$ cat src/rtl/pid_pkg.sv
// Shared types for the PID scheduler: FSM states,
// coefficient addresses and accumulator width.
package pid_pkg;

  localparam int ACCW = 20;

  typedef enum logic [2:0] {
    S_IDLE,
    S_M0,
    S_M1,
    S_M2,
    S_SAT,
    S_OUT
  } state_t;

  localparam logic [1:0] CFG_K0 = 2'd0;
  localparam logic [1:0] CFG_K1 = 2'd1;
  localparam logic [1:0] CFG_K2 = 2'd2;

endpackage

$ cat src/rtl/pid_mac_unit.sv
// Registered signed multiply-accumulate shared by
// all channels: acc <= (load ? acc_in : acc) + a*b.
module pid_mac_unit
  import pid_pkg::*;
#(
  parameter int EW = 9,
  parameter int KW = 8
) (
  input  logic                   clk,
  input  logic                   rst_n,
  input  logic                   en,
  input  logic                   load,
  input  logic signed [EW-1:0]   a,
  input  logic signed [KW-1:0]   b,
  input  logic signed [ACCW-1:0] acc_in,
  output logic signed [ACCW-1:0] acc
);

  localparam int PW = EW + KW;

  logic signed [PW-1:0]   a_x;
  logic signed [PW-1:0]   b_x;
  logic signed [PW-1:0]   prod;
  logic signed [ACCW-1:0] base;

  assign a_x  = $signed({{KW{a[EW-1]}}, a});
  assign b_x  = $signed({{EW{b[KW-1]}}, b});
  assign prod = a_x * b_x;
  assign base = load ? acc_in : acc;

  always_ff @(posedge clk or negedge rst_n) begin
    if (!rst_n) begin
      acc <= '0;
    end else if (en) begin
      acc <= base + ACCW'(prod);
    end
  end

endmodule

$ cat src/rtl/pid_sched.sv
// Multi-channel incremental PID scheduler on one MAC.
// Optional PID_SAT_STATUS_EN adds out_sat and sat_cnt.
module pid_sched
  import pid_pkg::*;
#(
  parameter int NCH     = 4,
  parameter int EW      = 9,
  parameter int KW      = 8,
  parameter int UW      = 17,
  parameter int UK_MAX  = 15000,
  parameter int K0_INIT = 5,
  parameter int K1_INIT = 1,
  parameter int K2_INIT = 1,
  localparam int CHW    = $clog2(NCH)
) (
  input  logic                 clk,
  input  logic                 rst_n,
  input  logic                 in_valid,
  output logic                 in_ready,
  input  logic [CHW-1:0]       in_ch,
  input  logic signed [EW-1:0] in_err,
  output logic                 out_valid,
  input  logic                 out_ready,
  output logic [CHW-1:0]       out_ch,
  output logic [UW-1:0]        out_uk,
  input  logic                 cfg_we,
  input  logic [1:0]           cfg_addr,
  input  logic signed [KW-1:0] cfg_data,
  input  logic                 clr_valid,
  input  logic [CHW-1:0]       clr_ch,
  output logic                 busy
`ifdef PID_SAT_STATUS_EN
  ,
  output logic                 out_sat,
  output logic [15:0]          sat_cnt
`endif
);

  state_t state, nstate;

  logic [CHW-1:0]       ch;
  logic signed [EW-1:0] err;
  logic signed [KW-1:0] k0, k1, k2;
  logic signed [KW-1:0] s0, s1, s2;

  logic signed [EW-1:0] e1 [NCH];
  logic signed [EW-1:0] e2 [NCH];
  logic [UW-1:0]        up [NCH];

  logic                   accept;
  logic                   clr_go;
  logic                   mac_en;
  logic                   mac_load;
  logic signed [EW-1:0]   mac_a;
  logic signed [KW-1:0]   mac_b;
  logic signed [ACCW-1:0] acc_in;
  logic signed [ACCW-1:0] acc;
  logic                   lo, hi, sat;
  logic [UW-1:0]          uk_sat;

  assign accept = in_valid && in_ready;
  assign clr_go = (state == S_IDLE) && clr_valid;
  assign acc_in = $signed({{(ACCW-UW){1'b0}}, up[ch]});

  always_ff @(posedge clk or negedge rst_n) begin
    if (!rst_n) state <= S_IDLE;
    else        state <= nstate;
  end

  always_comb begin
    nstate = state;
    case (state)
      S_IDLE: if (accept) nstate = S_M0;
      S_M0:   nstate = S_M1;
      S_M1:   nstate = S_M2;
      S_M2:   nstate = S_SAT;
      S_SAT:  nstate = S_OUT;
      S_OUT:  if (out_ready) nstate = S_IDLE;
      default: nstate = S_IDLE;
    endcase
  end

  // in_ready is gated by rst_n so it reads low while reset is held
  always_comb begin
    in_ready  = rst_n && (state == S_IDLE) && !clr_valid;
    busy      = (state != S_IDLE);
    out_valid = (state == S_OUT);
    mac_en    = 1'b0;
    mac_load  = 1'b0;
    mac_a     = err;
    mac_b     = s0;
    case (state)
      S_M0: begin
        mac_en   = 1'b1;
        mac_load = 1'b1;
      end
      S_M1: begin
        mac_en = 1'b1;
        mac_a  = e1[ch];
        mac_b  = s1;
      end
      S_M2: begin
        mac_en = 1'b1;
        mac_a  = e2[ch];
        mac_b  = s2;
      end
      default: ;
    endcase
  end

  pid_mac_unit #(
    .EW(EW),
    .KW(KW)
  ) u_mac (
    .clk    (clk),
    .rst_n  (rst_n),
    .en     (mac_en),
    .load   (mac_load),
    .a      (mac_a),
    .b      (mac_b),
    .acc_in (acc_in),
    .acc    (acc)
  );

  always_comb begin
    lo  = acc[ACCW-1];
    hi  = !lo && (acc > $signed(ACCW'(UK_MAX)));
    sat = lo || hi;
    if (lo)      uk_sat = '0;
    else if (hi) uk_sat = UW'(UK_MAX);
    else         uk_sat = acc[UW-1:0];
  end

  always_ff @(posedge clk or negedge rst_n) begin
    if (!rst_n) begin
      k0 <= KW'(K0_INIT);
      k1 <= KW'(K1_INIT);
      k2 <= KW'(K2_INIT);
    end else if (cfg_we) begin
      unique case (1'b1)
        cfg_addr == CFG_K0: k0 <= cfg_data;
        cfg_addr == CFG_K1: k1 <= cfg_data;
        cfg_addr == CFG_K2: k2 <= cfg_data;
        default: ;
      endcase
    end
  end

  // coefficients are snapshotted so mid-flight writes hit the next sample
  always_ff @(posedge clk or negedge rst_n) begin
    if (!rst_n) begin
      ch  <= '0;
      err <= '0;
      s0  <= '0;
      s1  <= '0;
      s2  <= '0;
    end else if (accept) begin
      ch  <= in_ch;
      err <= in_err;
      s0  <= k0;
      s1  <= k1;
      s2  <= k2;
    end
  end

  always_ff @(posedge clk or negedge rst_n) begin
    if (!rst_n) begin
      for (int i = 0; i < NCH; i++) begin
        e1[i] <= '0;
        e2[i] <= '0;
        up[i] <= '0;
      end
    end else if (clr_go) begin
      e1[clr_ch] <= '0;
      e2[clr_ch] <= '0;
      up[clr_ch] <= '0;
    end else if (state == S_SAT) begin
      up[ch] <= uk_sat;
      e2[ch] <= e1[ch];
      e1[ch] <= err;
    end
  end

  always_ff @(posedge clk or negedge rst_n) begin
    if (!rst_n) begin
      out_ch <= '0;
      out_uk <= '0;
    end else if (state == S_SAT) begin
      out_ch <= ch;
      out_uk <= uk_sat;
    end
  end

`ifdef PID_SAT_STATUS_EN
  always_ff @(posedge clk or negedge rst_n) begin
    if (!rst_n) begin
      out_sat <= 1'b0;
      sat_cnt <= '0;
    end else if (state == S_SAT) begin
      out_sat <= sat;
      if (sat && (sat_cnt != 16'hffff))
        sat_cnt <= sat_cnt + 16'd1;
    end
  end
`else
  logic unused_sat;
  assign unused_sat = sat;
`endif

endmodule

$ cat config.mk
export PLATFORM = sky130hd
export DESIGN_NAME = pid_sched
export DESIGN_NICKNAME = d
export VERILOG_FILES = /design/src/rtl/pid_pkg.sv /design/src/rtl/pid_mac_unit.sv /design/src/rtl/pid_sched.sv
export SDC_FILE = /design/constraint.sdc
export NUM_CORES = 1
export LEC_CHECK = 0
export CAP_MARGIN = 10
export CORE_UTILIZATION = 61
export CTS_CLUSTER_DIAMETER = 200
export DETAILED_ROUTE_END_ITERATION = 7
export GPL_ROUTABILITY_DRIVEN = 0
export PLACE_DENSITY = 0.8
export SETUP_SLACK_MARGIN = 0.02
export SLEW_MARGIN = 20
export SYNTH_ARGS = -nofsm -noshare
export SYNTH_HDL_FRONTEND = slang
export SYNTH_SLANG_ARGS = --single-unit
export TNS_END_PERCENT = 20
$ cat constraint.sdc
create_clock -name clk -period 7.3 [get_ports clk]
set_input_delay 1.46 -clock clk [delete_from_list [all_inputs] [get_ports clk]]
set_output_delay 1.46 -clock clk [all_outputs]
set_load 0.005 [all_outputs]
==> flow_summary.json, run 1 <==
{
  "status": "finished, violations left",
  "violations": "DRC",
  "ys_async_sr_fraction": 1.00,
  "grt_max_degree": 95,
  "drt_iter0_markers": 666,
  "rr_worst_depth": 23,
  "wl_per_cell_um": 20.8,
  "start_util": 0.629,
  "placed_cell_area_um2": 14700,
  "worst-setup-path-type": "flop to flop",
  "ys_seq_area_frac": 0.436,
  "clkTransAtPathRegs_ps": 60,
  "yosysWarnings": 0,
  "hold_slack_ps": 462,
  "rows": 54,
  "final_layout_size_suffix_gt1_frac": 0.160,
  "io_pins": 51,
  "drt_pass1_iterations": 8,
  "cts_buffer_depth": 3,
  "r2r-start": "ch[0]",
  "finClkSkew_ps": 22.0,
  "ctsHoldBuffers": 0,
  "min-delay-start": "out_uk[5]",
  "yosysUniqueCellTypes": 49,
  "rsz0062_at_grt": "no",
  "reg2reg_slack_ps": 360,
  "hold_class": "flop to flop",
  "finalHoldViolCount": 0,
  "grt_overflow": 0,
  "endpoint_kind": "flop",
  "maxSlewHeadroom": 0.393,
  "critical_path_required_ps": 7720,
  "dieArea_um2": 23300,
  "first_global_vias": 9781,
  "syn_nets": 1336,
  "cts_made_buffers": 25,
  "hold_depth": 2,
  "fin_tns_setup_ps": 0,
  "dp_slack_ps": 386,
  "via_per_inst": 6.22,
  "cts_resized": 0,
  "maxSlewViolCount": 0,
  "synth.cell_area_um2": 13900,
  "clock-sinks": 241,
  "synth-seq-cells": 241,
  "vias": 9395,
  "arrival_ps": 7360,
  "finalCritPeriodShare": 0.950,
  "worstMarginPinSlew_ps": 911,
  "layout_commonest_cell": "dfrtp_1",
  "grt_pass1_wl_um": 52500,
  "antenna_found_initial": 0,
  "final_cell_mix": "dfrtp_1, a22o_1, nand2_1",
  "core-area_um2": 22000,
  "h-tree-depth": 1,
  "ant_nets": 0,
  "start_kind": "flop",
  "avgSynthCellArea_um2": 11.8,
  "ys.flop_type": "dfrtp_1",
  "cts-root-buf": "clkbuf_16",
  "fin_crit_ps": 6940,
  "cts_tree": "yes",
  "synth-edff-count": 0,
  "diodes": 0,
  "track_usage": 0.286,
  "worstHoldEndpoint": "out_uk[5]",
  "fin_ws_ps": 364,
  "reg2reg_to": "u_mac.acc[16]",
  "clkLatencyLatePin_ps": 540,
  "route.detailed.drc": 2,
  "nets": 1378,
  "cp_max_fo": 19,
  "syn_to_final_growth_pct": 12.6,
  "fillCellCount": 1540,
  "cap_violations": 0,
  "netlist_instances": 1170,
  "die_w_um": 153,
  "setup_viol": 0,
  "postRouteWirelength_um": 31400,
  "dp_hpwl_um": 21900,
  "io_buffers": 50,
  "clock.fmax_ghz": 0.144,
  "cts_setup_buffers": 0,
  "die_h_um": 153,
  "final_cell_area_um2": 15600
}
==> per-stage QoR <==
step / util / std cells
floorplan: - / 1170
global placement: 0.668 / 1465
detailed placement: 0.668 / 1465
CTS: 0.708 / 1511
global route: 0.708 / 1511
finish: 0.708 / 1511
==> Yosys cell counts (33+ instances only) <==
cell type,n,area [um2]
ha_1,46,576
nand2_1,102,383
a21oi_1,44,220
mux2_2,65,732
dfrtp_1,237,5930
clkbuf_1,42,158
mux4_2,35,788
nor2_1,67,251
fa_1,91,1820
inv_1,97,364
a22o_1,121,1060
o21ai_0,33,165
==> kinds of logic (layout without fill, tap and decap cells) <==
| family | after synthesis | in the layout | synth area share |
|---|---|---|---|
| AO/OA/AOI/OAI | 228 | 228 | 0.122 |
| XOR/XNOR | 18 | 18 | 0.0114 |
| flip-flops | 241 | 241 | 0.436 |
| buffers and inverters | 164 | 225 | 0.0464 |
| AND/OR/NAND/NOR | 261 | 261 | 0.0870 |
| adder cells (fa/ha/maj) | 137 | 137 | 0.173 |
| multiplexers | 121 | 121 | 0.125 |
==> state kept, by name (all words and copies together), names as in the netlist, 9 cells and up <==
register   count
err            9
up            68
e2            36
out_uk        17
e1            36
u_mac.acc     20
==> per-layer routing <==
layer  share of wire  vias to the layer above  GRT usage
li1                -                     4145          -
met1            0.42                     4827      0.399
met2            0.48                      357      0.460
met3           0.059                       66     0.0429
met4           0.037                        0      0.108
met5               0                        -          0
==> layout make-up <==
type	instances	area, um2	share of cell area
clock buffers	37	751	0.0481
clock inverters	9	144	0.00923
inverters	97	364	0.0233
multi-input cells	765	7200	0.462
flip-flops and latches	241	6040	0.387
well taps	280	350	0.0225
repair buffers	82	746	0.0478
==> worst max-delay path, cell delays in order, from the launching register on <==
cell,delay (ps)
dfrtp_2,770
mux4_2,590
nand2_1,80
a21oi_1,60
a21oi_1,490
inv_1,160
nand2_1,140
fa_1,450
inv_1,90
fa_1,420
ha_1,290
inv_1,50
fa_1,470
inv_1,40
ha_1,270
ha_1,230
fa_1,480
a21o_1,200
a21o_1,210
a2111o_1,470
and3_4,180
o31a_1,290
o21a_1,170
o31ai_1,220
==> how the worst max path moves through the flow <==
stage,startpoint,to,slack [ps],cells past startpoint
floorplan,ch[0],u_mac.acc[16],1030,25
global placement,ch[0],u_mac.acc[16],580,23
detailed placement,ch[0],u_mac.acc[16],390,23
CTS,ch[0],u_mac.acc[16],330,23
global route,ch[0],u_mac.acc[16],50,23
finish,ch[0],u_mac.acc[16],360,23
Power of run 1 is left out: the tool's default activity adds up to more than one toggle a clock period on the data nets, which glitch-free logic cannot reach.
==> inputs of run 2 (changes only) <==
clock period = 8.5 ns   (was 7.3 ns; I/O delays follow)
==> run 2 against run 1 <==
Compared with the run above: highest routed layer unchanged; via count is 0.39% higher; clock skew down 2.3 ps; hold slack better by 2.2 ps; first-iteration DRC count rose by 3.2%; worst setup slack improved by 800 ps; the flow still finishes with violations (DRC); utilization shrank 0.91 points; final cell count fell by 1.1%; wire length decreased by 0.89%; critical endpoint is now u_mac.acc[19]; final area decreased by 1.3%; register-to-register slack better by 800 ps; global-route usage fell by 0.55 points; non-clock buffer count is 15 lower.
==> flow_summary.json, run 2 (synthesis results as in run 1) <==
{
  "status": "finished, violations left",
  "violations": "DRC",
  "rows": 54,
  "start_kind": "flop",
  "placed_cell_area_um2": 14600,
  "reg2reg_to": "u_mac.acc[19]",
  "grt_pass1_wl_um": 51800,
  "critical_path_required_ps": 8910,
  "postRouteWirelength_um": 31100,
  "rsz0062_at_grt": "no",
  "final_cells": 1495,
  "nets": 1363,
  "first_global_vias": 9740,
  "arrival_ps": 7750,
  "largest_register_ffs": 68,
  "dieArea_um2": 23300,
  "cp_max_fo": 20,
  "cpPeakStageDelay_ps": 780,
  "fin_ws_ps": 1160,
  "antenna_found_initial": 0,
  "cap_violations": 0,
  "fin_crit_ps": 7340,
  "die_h_um": 153,
  "io_pins": 51,
  "cts_buffer_depth": 3,
  "drt_pass1_iterations": 8,
  "cts_resized": 0,
  "via_per_inst": 6.31,
  "grt_max_degree": 100,
  "regArea_um2": 6040,
  "multi_input_area_um2": 7200,
  "maxSlewHeadroom": 0.384,
  "min-delay-start": "out_uk[1]",
  "final_cell_area_um2": 15400,
  "cts_made_buffers": 25,
  "fillCellCount": 1551,
  "layout_commonest_cell": "dfrtp_1",
  "worstMarginPinSlew_ps": 924,
  "start_util": 0.629,
  "clock-sinks": 241,
  "finalCritPeriodShare": 0.863,
  "clock.fmax_ghz": 0.136,
  "drt_iter0_markers": 687,
  "die_w_um": 153,
  "clkLatencyLatePin_ps": 530,
  "finClkSkew_ps": 19.7,
  "core-area_um2": 22000,
  "cp_top_family": "adder cells",
  "top_register": "up",
  "cts_setup_buffers": 0,
  "worstHoldEndpoint": "out_uk[1]",
  "cp_cell_sequence": "mux4_2 > nand2_1 > a21oi_1 > a21oi_1 > nor2_1 > inv_1 > fa_1 > fa_1 > inv_1 > fa_1 > fa_1 > ha_1 > ha_1 > a21o_1 > or3_1 > a211oi_1 > nor3_1 > o31a_1 > or2_0 > a22o_1",
  "final_layout_size_suffix_gt1_frac": 0.149,
  "ctsHoldBuffers": 0,
  "rr_worst_depth": 20,
  "track_usage": 0.281,
  "h-tree-depth": 1,
  "hold_depth": 2,
  "reg2reg_slack_ps": 1160,
  "dp.cells": 1450,
  "cts-root-buf": "clkbuf_16",
  "finalHoldViolCount": 0,
  "endpoint_kind": "flop",
  "worst-setup-path-type": "flop to flop",
  "wl_per_cell_um": 20.8,
  "dp_slack_ps": 1230,
  "maxSlewViolCount": 0,
  "critPathBufInv": 2,
  "final_cell_mix": "dfrtp_1, a22o_1, nand2_1",
  "hold_class": "flop to flop",
  "fin_tns_setup_ps": 0,
  "route.detailed.drc": 2,
  "clkTransAtPathRegs_ps": 60,
  "dp_hpwl_um": 21500,
  "top_regs": "up x68, e1 x36, e2 x36",
  "syn_to_final_growth_pct": 11.1,
  "r2r-start": "ch[0]",
  "diodes": 0,
  "vias": 9432,
  "path_common_cell": "fa_1",
  "grt_overflow": 0,
  "slowest_stage": "dfrtp_2",
  "setup_viol": 0,
  "ant_nets": 0,
  "io_buffers": 50,
  "cts_tree": "yes"
}
-- run 2: cell type report --
cell class | count | area share
Timing Repair Buffer | 67 | 0.0411
Clock inverter | 11 | 0.00626
Sequential cell | 241 | 0.392
Tap cell | 280 | 0.0228
Clock buffer | 34 | 0.0461
Multi-Input combinational cell | 765 | 0.468
Inverter | 97 | 0.0236
-- run 2: layer usage --
layer / share of wire / routed length [um] / global-route usage / vias up
li1: - / - / - / 4118
met1: 0.42 / 13000 / 0.396 / 4815
met2: 0.47 / 14700 / 0.452 / 420
met3: 0.070 / 2190 / 0.0313 / 79
met4: 0.040 / 1260 / 0.113 / 0
met5: 0 / 0 / 0 / -
-- run 2: worst reg2reg max path: cells and delay by family (launching register included) --
kind | cells | cell delay [ps]
buffers and inverters | 2 | 500
and+or+nand+nor | 5 | 1030
adders and majority gates | 6 | 2640
DFF | 1 | 780
muxes | 1 | 630
AOI/OAI and AO/OA | 6 | 1650
-- run 2: worst max path at each step --
stage / depth (start not counted) / slack (ps) / to / start
after global placement: 20 / 1460 / u_mac.acc[19] / ch[0]
final: 20 / 1160 / u_mac.acc[19] / ch[0]
after floorplan: 25 / 2230 / u_mac.acc[16] / ch[0]
after CTS: 20 / 1200 / u_mac.acc[19] / ch[0]
after global routing: 20 / 740 / u_mac.acc[19] / ch[0]
after detailed placement: 20 / 1230 / u_mac.acc[19] / ch[0]
-- run 2: through the flow --
step / hold WS, ps / utilization
2_1_floorplan: 445 / -
6_report: 464 / 0.699
3_5_place_dp: 455 / 0.662
3_3_place_gp: 450 / 0.662
5_1_grt: 486 / 0.699
4_1_cts: 469 / 0.699
Power of run 2 is left out for the same reason.
==> inputs of run 3 (changes only) <==
CORE_MARGIN = 2   (was unset)
GPL_ROUTABILITY_DRIVEN = unset   (was 0)
==> run 3 against run 2 <==
Compared with the run above: the run now ends clean; sequential cell count unchanged; worst setup slack worse by 190 ps; final area grew 0.65%; clock skew fell by 1.9 ps; final cell count grew 0.27%; via count decreased by 0.53%; wire length up 2.5%; non-clock buffer count is 1 lower; first-iteration DRC count is 2.3% higher; global-route usage shrank 0.17 points; die area increased by 2.6%; critical path type unchanged; critical endpoint unchanged.
==> flow_summary.json, run 3 (synthesis results as in run 1) <==
{
  "status": "finished, final reports clean",
  "grt_overflow": 0,
  "top_regs": "up x68, e1 x36, e2 x36",
  "finalCritPeriodShare": 0.885,
  "path_common_cell": "fa_1",
  "setup_viol": 0,
  "maxSlewViolCount": 0,
  "cpPeakStageDelay_ps": 1020,
  "clock-sinks": 241,
  "worstMarginPinSlew_ps": 1030,
  "arrival_ps": 7940,
  "worst-setup-path-type": "flop to flop",
  "grt_pass1_wl_um": 52700,
  "cts_buffer_depth": 3,
  "diodes": 0,
  "cp_cell_sequence": "inv_1 > nand2_1 > a21oi_1 > a21oi_1 > nor2_1 > inv_1 > fa_1 > fa_1 > inv_1 > fa_1 > fa_1 > ha_1 > ha_1 > a21o_1 > or3_1 > a211oi_1 > nor3_1 > o31a_1 > or2_0 > a22o_1",
  "slowest_stage": "dfrtp_1",
  "largest_register_ffs": 68,
  "drt_iter0_markers": 703,
  "dp_hpwl_um": 22000,
  "fin_ws_ps": 974,
  "dp.cells": 1454,
  "clkLatencyLatePin_ps": 540,
  "grt_max_degree": 87,
  "dp_slack_ps": 1050,
  "rows": 55,
  "io_pins": 51,
  "cts-root-buf": "clkbuf_16",
  "h-tree-depth": 1,
  "maxSlewHeadroom": 0.317,
  "start_util": 0.618,
  "antenna_found_initial": 0,
  "core-area_um2": 22400,
  "die_h_um": 155,
  "route.detailed.drc": 0,
  "top_register": "up",
  "fin_crit_ps": 7530,
  "syn_to_final_growth_pct": 11.8,
  "critPathBufInv": 3,
  "cts_made_buffers": 25,
  "postRouteWirelength_um": 31900,
  "via_per_inst": 6.26,
  "cp_top_family": "adder cells",
  "rsz0062_at_grt": "no",
  "hold_class": "flop to flop",
  "finClkSkew_ps": 17.8,
  "clock.fmax_ghz": 0.133,
  "ctsHoldBuffers": 0,
  "nets": 1362,
  "first_global_vias": 9853,
  "start_kind": "flop",
  "final_cell_mix": "dfrtp_1, a22o_1, nand2_1",
  "r2r-start": "state[0]",
  "cap_violations": 0,
  "ant_nets": 0,
  "min-delay-start": "out_uk[0]",
  "cts_tree": "yes",
  "vias": 9382,
  "endpoint_kind": "flop",
  "dieArea_um2": 23900,
  "cts_setup_buffers": 0,
  "die_w_um": 155,
  "finalHoldViolCount": 0,
  "wl_per_cell_um": 21.3,
  "clkTransAtPathRegs_ps": 60,
  "critical_path_required_ps": 8920,
  "drt_pass1_iterations": 5,
  "final_cells": 1499,
  "worstSetupStartpoint": "state[0]",
  "layout_commonest_cell": "dfrtp_1",
  "track_usage": 0.279,
  "cts_resized": 0,
  "io_buffers": 50,
  "place_congestion": 0.871,
  "final_layout_size_suffix_gt1_frac": 0.148,
  "cp_max_fo": 23,
  "fin_tns_setup_ps": 0
}
-- run 3: cell types whose count changed in the layout (fill, tap and decap cells not counted) --
cell	change
a41oi_2	+1
a41oi_4	-1
clkinvlp_4	-1
inv_6	-1
clkinv_4	-2
clkbuf_8	-2
inv_16	+1
buf_4	-2
buf_6	+1
bufinv_16	+5
-- run 3: final cells by class --
type,count,area [um2]
clock buffer,32,682
clock inverter,13,233
fill,1585,6940
inverter,97,364
multi-input combinational,765,7190
sequential,241,6040
tap,285,357
timing repair buffer,66,629
-- run 3: final timing paths --
kind,endpoint,slack [ps],depth (start not counted)
setup / recovery,u_mac.acc[19],970,20
setup reg to reg,u_mac.acc[19],970,20
min in group asynchronous,out_uk[4],1170,1
max in group asynchronous,ch[0],5300,3
hold reg to reg,out_uk[0],470,2
hold / removal,out_uk[0],470,2
-- run 3: layer usage --
layer  wire length [um]  track usage
met4               1420        0.123
met5                  0            0
met1              13100        0.388
met3               2400       0.0465
met2              14900        0.441
-- run 3: worst min-delay path: stages (launching register included) --
cell and delay [ps]:
dfrtp_1 340, nand2_1 50, nand2_1 50
-- run 3: metrics by stage --
stage	util	hold WS (ps)	cell area, um2
after global routing	0.691	496	15500
after detailed placement	0.650	463	14600
after floorplan	-	445	13900
final	0.691	471	15500
after CTS	0.691	477	15500
after global placement	0.650	450	14600
Power of run 3 is left out for the same reason.
